$ cat src/rtl/board_top.sv
`default_nettype none
// ============================================================================
// Module   : board_top
// Purpose  : 640x480@60 VGA timing plus a self-playing pong game. Both paddles
//            are AI-driven, the ball bounces off the walls and paddles, and
//            the score wraps after 9. Every output is registered.
// Revision : 1.0 - initial release
// ============================================================================
module board_top (
  input  logic       clk_i,
  input  logic       rst_n_i,
  output logic       vga_hs_o,
  output logic       vga_vs_o,
  output logic [3:0] vga_r_o,
  output logic [3:0] vga_g_o,
  output logic [3:0] vga_b_o
);

  // Raster geometry
  localparam logic [9:0] c_H_LAST   = 10'd799;
  localparam logic [9:0] c_V_LAST   = 10'd524;
  localparam logic [9:0] c_H_VIS    = 10'd640;
  localparam logic [9:0] c_V_VIS    = 10'd480;
  localparam logic [9:0] c_HS_BEG   = 10'd656;
  localparam logic [9:0] c_HS_END   = 10'd751;
  localparam logic [9:0] c_VS_BEG   = 10'd490;
  localparam logic [9:0] c_VS_END   = 10'd491;

  // Playfield objects
  localparam logic [9:0] c_BALL_X0  = 10'd316;
  localparam logic [9:0] c_BALL_Y0  = 10'd236;
  localparam logic [9:0] c_PAD_Y0   = 10'd208;
  localparam logic [9:0] c_PL_X     = 10'd16;
  localparam logic [9:0] c_PR_X     = 10'd616;
  localparam logic [9:0] c_BALL_SZ  = 10'd8;
  localparam logic [9:0] c_PAD_W    = 10'd8;
  localparam logic [9:0] c_PAD_H    = 10'd64;

  // Raster counters
  logic       r_pix_en;
  logic [9:0] r_hcnt;
  logic [9:0] r_vcnt;

  // Game state
  logic [9:0] r_ball_x;
  logic [9:0] r_ball_y;
  logic       r_dx_neg;
  logic       r_dy_neg;
  logic [9:0] r_pl_y;
  logic [9:0] r_pr_y;
  logic [3:0] r_score_l;
  logic [3:0] r_score_r;

  // Next-frame game state (signed so under/overflow of the playfield is visible)
  logic signed [11:0] w_nx;
  logic signed [11:0] w_ny;
  logic signed [11:0] w_nyc;
  logic signed [11:0] w_tgt;
  logic signed [11:0] w_pl_s;
  logic signed [11:0] w_pr_s;
  logic               w_hit_l;
  logic               w_hit_r;
  logic               w_pt_l;
  logic               w_pt_r;
  logic [9:0]         w_bx_nxt;
  logic [9:0]         w_by_nxt;
  logic               w_dxn_nxt;
  logic               w_dyn_nxt;
  logic [9:0]         w_pl_nxt;
  logic [9:0]         w_pr_nxt;
  logic [3:0]         w_sl_nxt;
  logic [3:0]         w_sr_nxt;
  logic               w_frame;

  // Pixel decode
  logic        w_vis;
  logic        w_ball;
  logic        w_pad;
  logic        w_mid;
  logic        w_hs;
  logic        w_vs;
  logic [11:0] w_rgb;

  // One AI paddle step: chase the target by 2 px, dead band of +/-2 px,
  // then keep the paddle fully on screen.
  function automatic logic [9:0] ai_step(input logic [9:0] p, input logic signed [11:0] tgt);
    logic signed [11:0] ps;
    logic signed [11:0] diff;
    logic signed [11:0] np;
    ps   = signed'({2'b00, p});
    diff = tgt - ps;
    np   = ps;
    if (diff > 12'sd2)
      np = ps + 12'sd2;
    else if (diff < -12'sd2)
      np = ps - 12'sd2;
    if (np < 12'sd0)
      np = 12'sd0;
    else if (np > 12'sd416)
      np = 12'sd416;
    return np[9:0];
  endfunction

  // 25 MHz pixel tick and the 800x525 raster counters
  always_ff @(posedge clk_i) begin
    if (!rst_n_i) begin
      r_pix_en <= 1'b0;
      r_hcnt   <= 10'd0;
      r_vcnt   <= 10'd0;
    end else begin
      r_pix_en <= ~r_pix_en;
      if (r_pix_en) begin
        if (r_hcnt == c_H_LAST) begin
          r_hcnt <= 10'd0;
          r_vcnt <= (r_vcnt == c_V_LAST) ? 10'd0 : r_vcnt + 10'd1;
        end else begin
          r_hcnt <= r_hcnt + 10'd1;
        end
      end
    end
  end

  // Game update fires once per frame, at the first pixel of vertical blanking
  assign w_frame = r_pix_en && (r_hcnt == 10'd0) && (r_vcnt == c_V_VIS);

  // Next game state: move ball, wall bounce, paddle bounce, scoring, paddle AI
  always_comb begin
    w_nx      = signed'({2'b00, r_ball_x}) + (r_dx_neg ? -12'sd2 : 12'sd2);
    w_ny      = signed'({2'b00, r_ball_y}) + (r_dy_neg ? -12'sd2 : 12'sd2);
    w_nyc     = w_ny;
    w_dyn_nxt = r_dy_neg;
    if (w_ny < 12'sd0) begin
      w_nyc     = 12'sd0;
      w_dyn_nxt = ~r_dy_neg;
    end else if (w_ny > 12'sd472) begin
      w_nyc     = 12'sd472;
      w_dyn_nxt = ~r_dy_neg;
    end

    // Box overlap after the move; x ranges fold in the 8 px ball width
    w_pl_s  = signed'({2'b00, r_pl_y});
    w_pr_s  = signed'({2'b00, r_pr_y});
    w_hit_l = (w_nx >= 12'sd9)   && (w_nx <= 12'sd23) &&
              (w_nyc + 12'sd7 >= w_pl_s) && (w_nyc <= w_pl_s + 12'sd63);
    w_hit_r = (w_nx >= 12'sd609) && (w_nx <= 12'sd623) &&
              (w_nyc + 12'sd7 >= w_pr_s) && (w_nyc <= w_pr_s + 12'sd63);
    w_pt_r  = (w_nx <= 12'sd0);
    w_pt_l  = (w_nx >= 12'sd632);

    w_dxn_nxt = r_dx_neg;
    if (w_hit_l)
      w_dxn_nxt = 1'b0;
    if (w_hit_r)
      w_dxn_nxt = 1'b1;

    w_bx_nxt = w_nx[9:0];
    w_by_nxt = w_nyc[9:0];
    w_sl_nxt = r_score_l;
    w_sr_nxt = r_score_r;
    // On a point the ball restarts in the centre heading to the loser
    if (w_pt_r) begin
      w_bx_nxt  = c_BALL_X0;
      w_by_nxt  = c_BALL_Y0;
      w_dxn_nxt = 1'b1;
      if (r_score_r == 4'd9) begin
        w_sl_nxt = 4'd0;
        w_sr_nxt = 4'd0;
      end else begin
        w_sr_nxt = r_score_r + 4'd1;
      end
    end else if (w_pt_l) begin
      w_bx_nxt  = c_BALL_X0;
      w_by_nxt  = c_BALL_Y0;
      w_dxn_nxt = 1'b0;
      if (r_score_l == 4'd9) begin
        w_sl_nxt = 4'd0;
        w_sr_nxt = 4'd0;
      end else begin
        w_sl_nxt = r_score_l + 4'd1;
      end
    end

    // Paddles aim to centre themselves on the ball (64/2 - 8/2 = 28)
    w_tgt    = signed'({2'b00, r_ball_y}) - 12'sd28;
    w_pl_nxt = ai_step(r_pl_y, w_tgt);
    w_pr_nxt = ai_step(r_pr_y, w_tgt);
  end

  // Game state register, loaded once per frame
  always_ff @(posedge clk_i) begin
    if (!rst_n_i) begin
      r_ball_x  <= c_BALL_X0;
      r_ball_y  <= c_BALL_Y0;
      r_dx_neg  <= 1'b0;
      r_dy_neg  <= 1'b0;
      r_pl_y    <= c_PAD_Y0;
      r_pr_y    <= c_PAD_Y0;
      r_score_l <= 4'd0;
      r_score_r <= 4'd0;
    end else if (w_frame) begin
      r_ball_x  <= w_bx_nxt;
      r_ball_y  <= w_by_nxt;
      r_dx_neg  <= w_dxn_nxt;
      r_dy_neg  <= w_dyn_nxt;
      r_pl_y    <= w_pl_nxt;
      r_pr_y    <= w_pr_nxt;
      r_score_l <= w_sl_nxt;
      r_score_r <= w_sr_nxt;
    end
  end

  // Decode syncs and pixel colour from the current raster position
  always_comb begin
    w_vis  = (r_hcnt < c_H_VIS) && (r_vcnt < c_V_VIS);
    w_ball = (r_hcnt >= r_ball_x) && (r_hcnt < r_ball_x + c_BALL_SZ) &&
             (r_vcnt >= r_ball_y) && (r_vcnt < r_ball_y + c_BALL_SZ);
    w_pad  = ((r_hcnt >= c_PL_X) && (r_hcnt < c_PL_X + c_PAD_W) &&
              (r_vcnt >= r_pl_y) && (r_vcnt < r_pl_y + c_PAD_H)) ||
             ((r_hcnt >= c_PR_X) && (r_hcnt < c_PR_X + c_PAD_W) &&
              (r_vcnt >= r_pr_y) && (r_vcnt < r_pr_y + c_PAD_H));
    w_mid  = (r_hcnt >= 10'd318) && (r_hcnt <= 10'd321) && !r_vcnt[4];
    w_rgb  = 12'h000;
    if (w_vis) begin
      if (w_ball || w_pad)
        w_rgb = 12'hFFF;
      else if (w_mid)
        w_rgb = 12'h888;
    end
    w_hs = !((r_hcnt >= c_HS_BEG) && (r_hcnt <= c_HS_END));
    w_vs = !((r_vcnt >= c_VS_BEG) && (r_vcnt <= c_VS_END));
  end

  // Output register keeps syncs and colour aligned with one clk of latency
  always_ff @(posedge clk_i) begin
    if (!rst_n_i) begin
      vga_hs_o <= 1'b1;
      vga_vs_o <= 1'b1;
      vga_r_o  <= 4'h0;
      vga_g_o  <= 4'h0;
      vga_b_o  <= 4'h0;
    end else begin
      vga_hs_o <= w_hs;
      vga_vs_o <= w_vs;
      vga_r_o  <= w_rgb[11:8];
      vga_g_o  <= w_rgb[7:4];
      vga_b_o  <= w_rgb[3:0];
    end
  end

endmodule
`default_nettype wire

$ cat config.mk
export PLATFORM = sky130hd
export DESIGN_NAME = board_top
export DESIGN_NICKNAME = d
export VERILOG_FILES = /design/src/rtl/board_top.sv
export SDC_FILE = /design/constraint.sdc
export NUM_CORES = 1
export LEC_CHECK = 0
export CORE_MARGIN = 3
export CORE_UTILIZATION = 55
export DETAILED_ROUTE_END_ITERATION = 7
export HOLD_SLACK_MARGIN = 0.15
export PLACE_DENSITY = 0.83
export SLEW_MARGIN = 20
export SYNTH_ARGS = -nofsm -noshare
export SYNTH_HDL_FRONTEND = slang
export SYNTH_SLANG_ARGS = --single-unit
export TNS_END_PERCENT = 50
$ cat constraint.sdc
create_clock -name clk_i -period 6.1 [get_ports clk_i]
set_input_delay 1.22 -clock clk_i [delete_from_list [all_inputs] [get_ports clk_i]]
set_output_delay 1.22 -clock clk_i [all_outputs]
set_load 0.05 [all_outputs]
After elaboration in Yosys (flattened, before gate mapping)
Index checks and enable logic that the tools add are counted.
{"block": "word_totals", "n_memories": 0, "mem_bits_rw": 0, "rom_bits": 0, "inputBits": 2, "latchBits": 0, "reg_bits": 77}
{"block": "classes", "addsub": 18, "magnitude_cmp": 40, "muxes": 26, "eq_ne": 3, "n_reduce_logical": 34, "n_bitwise": 2, "div": 0, "multipliers": 0, "n_shift": 0}
{"op": "$mux 12", "n": 10}
{"op": "$mux 10", "n": 10}
{"op": "$ge 10x10->1", "n": 4}
{"op": "$lt 10x10->1", "n": 4}
{"op": "$gt 12x10->1 const B", "n": 3}
{"op": "$lt 12x1->1 const B", "n": 3}
{"op": "$add 11x12->12", "n": 2}
{"op": "$ge 12x11->1", "n": 2}
{"op": "$ge 12x11->1 const B", "n": 2}
{"op": "$gt 12x3->1 const B", "n": 2}
{"op": "$le 12x12->1", "n": 2}
{"op": "$lt 12x2->1 const B", "n": 2}
{"op": "$sub 11x11->12", "n": 2}
{"op": "$add 10x2->11 const B", "n": 2}
{"op": "$add 10x6->11 const B", "n": 2}
{"op": "$logic_and 1x1->1", "n": 22}
{"op": "$sub 10x2->11 const B", "n": 2}
{"op": "$add 10x1->10 const B", "n": 2}
{"op": "$add 10x4->10 const B", "n": 2}
{"op": "$add 10x7->10 const B", "n": 2}
{"op": "$eq 10x10->1 const B", "n": 2}
{"op": "$ge 10x10->1 const B", "n": 2}
{"op": "$ge 10x9->1 const B", "n": 2}
{"op": "$le 10x9->1 const B", "n": 2}
{"op": "other kinds (20)", "n": 33}

Longest topological paths before layout
{"block": "depth", "depth_word": 13, "ltp_mapped": 28, "mapped_depth_nobuf": 28}

Worst setup path before layout
OpenSTA, ideal clock, no wires.
{"block": "synth_timing", "path_type": "register to register", "from": "register r_dy_neg", "to": "register r_dx_neg", "synth_period_minus_slack_ns": 5.473, "setup_slack_ns": 0.627, "required_time_ns": 6.022, "setup_ns": 0.078, "n_path_buf": 0, "t_arrival_ns": 5.395, "path_stages_with_launch": 29, "path_cell_list": "dfxtp_1 ha_1 a21o_1 a21oi_1 o21bai_1 a2111oi_2 o2111ai_1 a21o_1 o31a_1 nor2_1 nand2_1 nor2_1 inv_1 ha_1 o31a_1 a211o_1 nor3b_1 xnor2_1 ha_1 a21o_1 a21oi_1 nor2b_1 o21ai_0 nand2_1 nand4_1 or3_1 a211oi_1 nor4bb_1 nor3_1"}
{"block": "synth_via", "elab_chain_cells": 12, "word_cells_on_any_way": 20, "classes_between": "add/sub (2); order compare (6); mux (6); reduce/logical (6)"}
{"item": "start: declaration", "line_no": "48", "text": "logic r_dy_neg;"}
{"item": "start signal: assignment", "line_no": "204", "text": "r_dy_neg <= w_dyn_nxt;"}
{"item": "$mux 12 *", "line_no": "129", "text": "w_ny = signed'({2'b00, r_ball_y}) + (r_dy_neg ? -12'sd2 : 12'sd2);"}
{"item": "$add 11x12->12 *", "line_no": "129"}
{"item": "$gt 12x10->1", "line_no": "135", "text": "end else if (w_ny > 12'sd472) begin"}
{"item": "$mux 12", "line_no": "135"}
{"item": "$mux 12 *", "line_no": "132", "text": "if (w_ny < 12'sd0) begin"}
{"item": "$add 12x4->12", "line_no": "144, 146"}
{"item": "$ge 12x11->1", "line_no": "146", "text": "(w_nyc + 12'sd7 >= w_pr_s) && (w_nyc <= w_pr_s + 12'sd63);"}
{"item": "$logic_and 1x1->1", "line_no": "145", "text": "w_hit_r = (w_nx >= 12'sd609) && (w_nx <= 12'sd623) &&"}
{"item": "$logic_and 1x1->1", "line_no": "146"}
{"item": "$mux 1", "line_no": "153", "text": "if (w_hit_r)"}
{"item": "$mux 1", "line_no": "171", "text": "end else if (w_pt_l) begin"}
{"item": "$mux 1", "line_no": "161", "text": "if (w_pt_r) begin"}
{"item": "end signal: assignment", "line_no": "203", "text": "r_dx_neg <= w_dxn_nxt;"}
{"item": "end: declaration", "line_no": "47", "text": "logic r_dx_neg;"}
Mark *: on every way between the ends. The rest lies on a longest branch, timed or not.
A chain may end at the register's enable or synchronous reset.

Worst setup path in the final report
{"block": "layout_timing", "from": "register r_ball_y[3]", "to": "register r_dx_neg"}
{"block": "layout_via", "elab_chain_cells": 11, "word_cells_on_any_way": 19, "classes_between": "add/sub (2); order compare (6); mux (5); reduce/logical (6)"}
{"item": "start: declaration", "line_no": "46", "text": "logic [9:0] r_ball_y;"}
{"item": "start signal: assignment", "line_no": "193", "text": "r_ball_y <= c_BALL_Y0;"}
{"item": "start signal: assignment", "line_no": "202", "text": "r_ball_y <= w_by_nxt;"}
{"item": "$add 11x12->12 *", "line_no": "129"}
{"item": "$gt 12x10->1", "line_no": "135"}
{"item": "$mux 12", "line_no": "135"}
{"item": "$mux 12 *", "line_no": "132"}
{"item": "$add 12x4->12", "line_no": "144, 146"}
{"item": "$ge 12x11->1", "line_no": "146"}
{"item": "$logic_and 1x1->1", "line_no": "145"}
{"item": "$logic_and 1x1->1", "line_no": "146"}
{"item": "$mux 1", "line_no": "153"}
{"item": "$mux 1", "line_no": "171"}
{"item": "$mux 1", "line_no": "161"}
Marked as above.

==> summary.md <==
| Metric | Value |
|---|---|
| Initial DRC count | 805 |
| Post-route insts no fill | 1,312 |
| Largest net degree at the start of global routing | 31 |
| Gr usage total | 0.267 |
| Critical Path Fanout Max | 8 |
| Yosys warns | 0 |
| Final Hold Viols | 0 |
| DPL Wire Length | 18,200 µm |
| Post-layout net count | 1,257 |
| Io pins | 16 |
| Arr. time, crit path | 5.91 ns |
| Mapped Area | 8720 µm² |
| I/O Buffers | 15 |
| FF+latch count, synth | 64 |
| Top FF cell, synth | dfxtp_1 |
| Synth unique cells | 93 |
| Hold crit path type | register to register |
| Vias in the first global route | 7,630 |
| Die boundary width | 132 µm |
| FMAX | 177 MHz |
| Clock-pin slew on the worst setup and hold paths | 0.06 ns |
| WL final | 23,300 µm |
| Max-Cap Viols | 0 |
| Max-slew headroom | 0.327 |
| Final core utilization | 0.612 |
| Most frequent cells in the layout | 153 x ha_1, 77 x a21oi_1, 75 x inv_1, 75 x nand2_1, 71 x xnor2_1 |
| Cts hold-fix bufs | 0 |
| Status | completed |
| Pwr/cell area | 116 nW/µm² |
| Synthesized instance count | 1,089 |
| Critical path's slowest cell | dfxtp_1 |
| Routability cong. | 0.946 |
| CP delay by family, top | compound AO/OA/AOI/OAI gates |
| GRT overflow | 0 |
| DRC | 0 |
| CP required | 6.36 ns |
| Root Driver | clkbuf_16 |
| WP depth | 28 |
| Crit end category | register |
| WL/cell | 17.8 µm |
| FF-to-FF Start | r_ball_y[3] |
| Vias per inst | 6.30 |
| Leakage power figure | 0.00409 µW |
| Place WS | 0.226 ns |
| Fraction of layout cells with a size suffix above 1 | 0.0563 |
| TritonCTS clock tree | done |
| EDFF count, synth | 0 |
| Type of the worst setup path | register to register |
| R2R Path End | r_dx_neg |
| Ys async rst share | 0 |
| Drt pass-1 iters | 6 |
| Placeable core area | 15,400 µm² |
| Clk sinks | 64 |
| Die Area | 17,400 µm² |
| Worst path max stage delay | 0.50 ns |
| Antenna viol nets, final | 0 |
| FILL cells | 1,330 |
| FP Rows | 45 |
| Setup crit end | r_dx_neg |
| DP Cell Count | 1,296 |
| Layout area overhead | 7.98% |
| Clk Latency, worst-skew pair | 0.34 ns |
| Final setup fails | 0 |
| Syn_area_per_cell | 8.00 µm² |
| Chip height | 132 µm |
| R2R setup slack | 0.45 ns |
| Commonest non-fill, non-tap cell in the layout | ha_1 |
| CP Buf/Inv Count | 1 |
| N_diodes | 0 |
| Worst Skew | 0.00950 ns |
| Initial antenna violation count | 0 |
| Global-route wire length before repair | 39,000 µm |
| Fin crit share | 0.926 |
| Reg2Reg Depth | 28 |
| Slew @ Worst Pin | 1.01 ns |
| Clock buffer depth | 2 |
| Peak VDD IR | 126 µV |
| H-tree levels | 3 |
| TritonCTS Buffers | 9 |
| CP startpoint | r_ball_y[3] |
| Register area share after synthesis | 0.147 |
| DR vias | 8,263 |
| Slew Limit Fails | 0 |
| Critical Path Start Type | register |
| Final WS setup | 0.449 ns |
| Initial core utilization | 0.567 |
| Minimum clock period | 5.65 ns |
| Total power | 1090 µW |
[flip-flops by register name, summed over array words and instances, names as in the netlist, 2 cells and up]
signal    cells
r_hcnt       10
vga_r_o       2
r_vcnt       10
r_ball_x      9
r_pl_y        9
r_pr_y        9
r_ball_y     10
[area by class of cell]
| cell class | instances | area (µm²) | area share |
|---|---|---|---|
| well taps | 211 | 264 | 0.0280 |
| repair buffers | 22 | 203 | 0.0215 |
| clock buffers | 10 | 239 | 0.0254 |
| clock inverters | 6 | 115 | 0.0122 |
| inverters | 76 | 285 | 0.0303 |
| flip-flops and latches | 64 | 1280 | 0.136 |
| multi-input cells | 923 | 7020 | 0.746 |
[where the power goes]
part	total [µW]	switching, µW	internal (µW)
clock	619	207	412
sequential	423	3.34	420
combinational	44.8	28.3	16.5
total	1090	239	849
[synth_stat cells, drive strengths merged, types with 6 or more instances]
cell type / n / area [µm²]
a211o: 9 / 78.8
a211oi: 8 / 70.1
a21boi: 7 / 60.1
a21o: 32 / 248
a21oi: 78 / 394
a31oi: 12 / 75.1
and2: 6 / 37.5
and3: 19 / 119
buf: 15 / 111
clkbuf: 17 / 63.8
dfxtp: 64 / 1280
fa: 6 / 120
ha: 153 / 1910
inv: 75 / 282
nand2: 75 / 282
nand2b: 18 / 113
nand3: 30 / 150
nand4: 22 / 138
nor2: 72 / 273
nor2b: 13 / 81.3
nor3: 37 / 185
nor4: 11 / 83.8
o2111ai: 6 / 58.8
o211ai: 19 / 148
o21a: 31 / 233
o21ai: 48 / 240
o21bai: 9 / 67.6
or3: 17 / 106
xnor2: 73 / 654
xor2: 16 / 140
[what timing repair did]
action,in CTS,in global routing
gates resized for setup,0,6
setup buffers,0,0
endpoints found under the hold margin,0,0
setup endpoints to repair,0,1
[per-stage QoR]
stage               cell area (µm²)  hold WS, ns  setup TNS [ns]
global route                   9410        0.514         -0.0367
CTS                            9390        0.483               0
finish                         9410        0.476               0
global placement               9030        0.467               0
floorplan                      8740        0.449               0
detailed placement             9030        0.476               0
[layer usage]
metal	track usage	vias to the layer above	share of wire
met5	0	-	0
met4	0.0904	0	0.029
met3	0.0435	56	0.068
met2	0.424	344	0.45
met1	0.369	3841	0.45
li1	-	4022	-
[worst reg2reg max path: cells and delay by family (launching register included)]
kind	cells	cell delay, ns
adder cells (fa/ha/maj)	3	0.93
XOR/XNOR	1	0.13
buffers and inverters	1	0.15
AND/OR/NAND/NOR	10	1.65
flip-flops	1	0.50
AO/OA/AOI/OAI	13	2.20
[worst min-delay path by stage]
stage | start | slack [ns] | depth (start not counted) | end
global placement | r_ball_x[9] | 0.47 | 2 | r_ball_x[9]
global route | r_ball_x[9] | 0.51 | 2 | r_ball_x[9]
floorplan | r_ball_x[9] | 0.45 | 2 | r_ball_x[9]
detailed placement | r_ball_x[9] | 0.48 | 2 | r_ball_x[9]
finish | r_ball_x[9] | 0.48 | 2 | r_ball_x[9]
CTS | r_ball_x[9] | 0.48 | 2 | r_ball_x[9]
[logic make-up after synthesis]
group | share of synthesized area
AND/OR/NAND/NOR | 0.205
AO/OA/AOI/OAI | 0.261
adder cells (fa/ha/maj) | 0.233
buffers and inverters | 0.0528
XOR/XNOR | 0.0911
flip-flops | 0.147
multiplexers | 0.00876
other | 0.000862
Power figures use the tool's default switching activity.
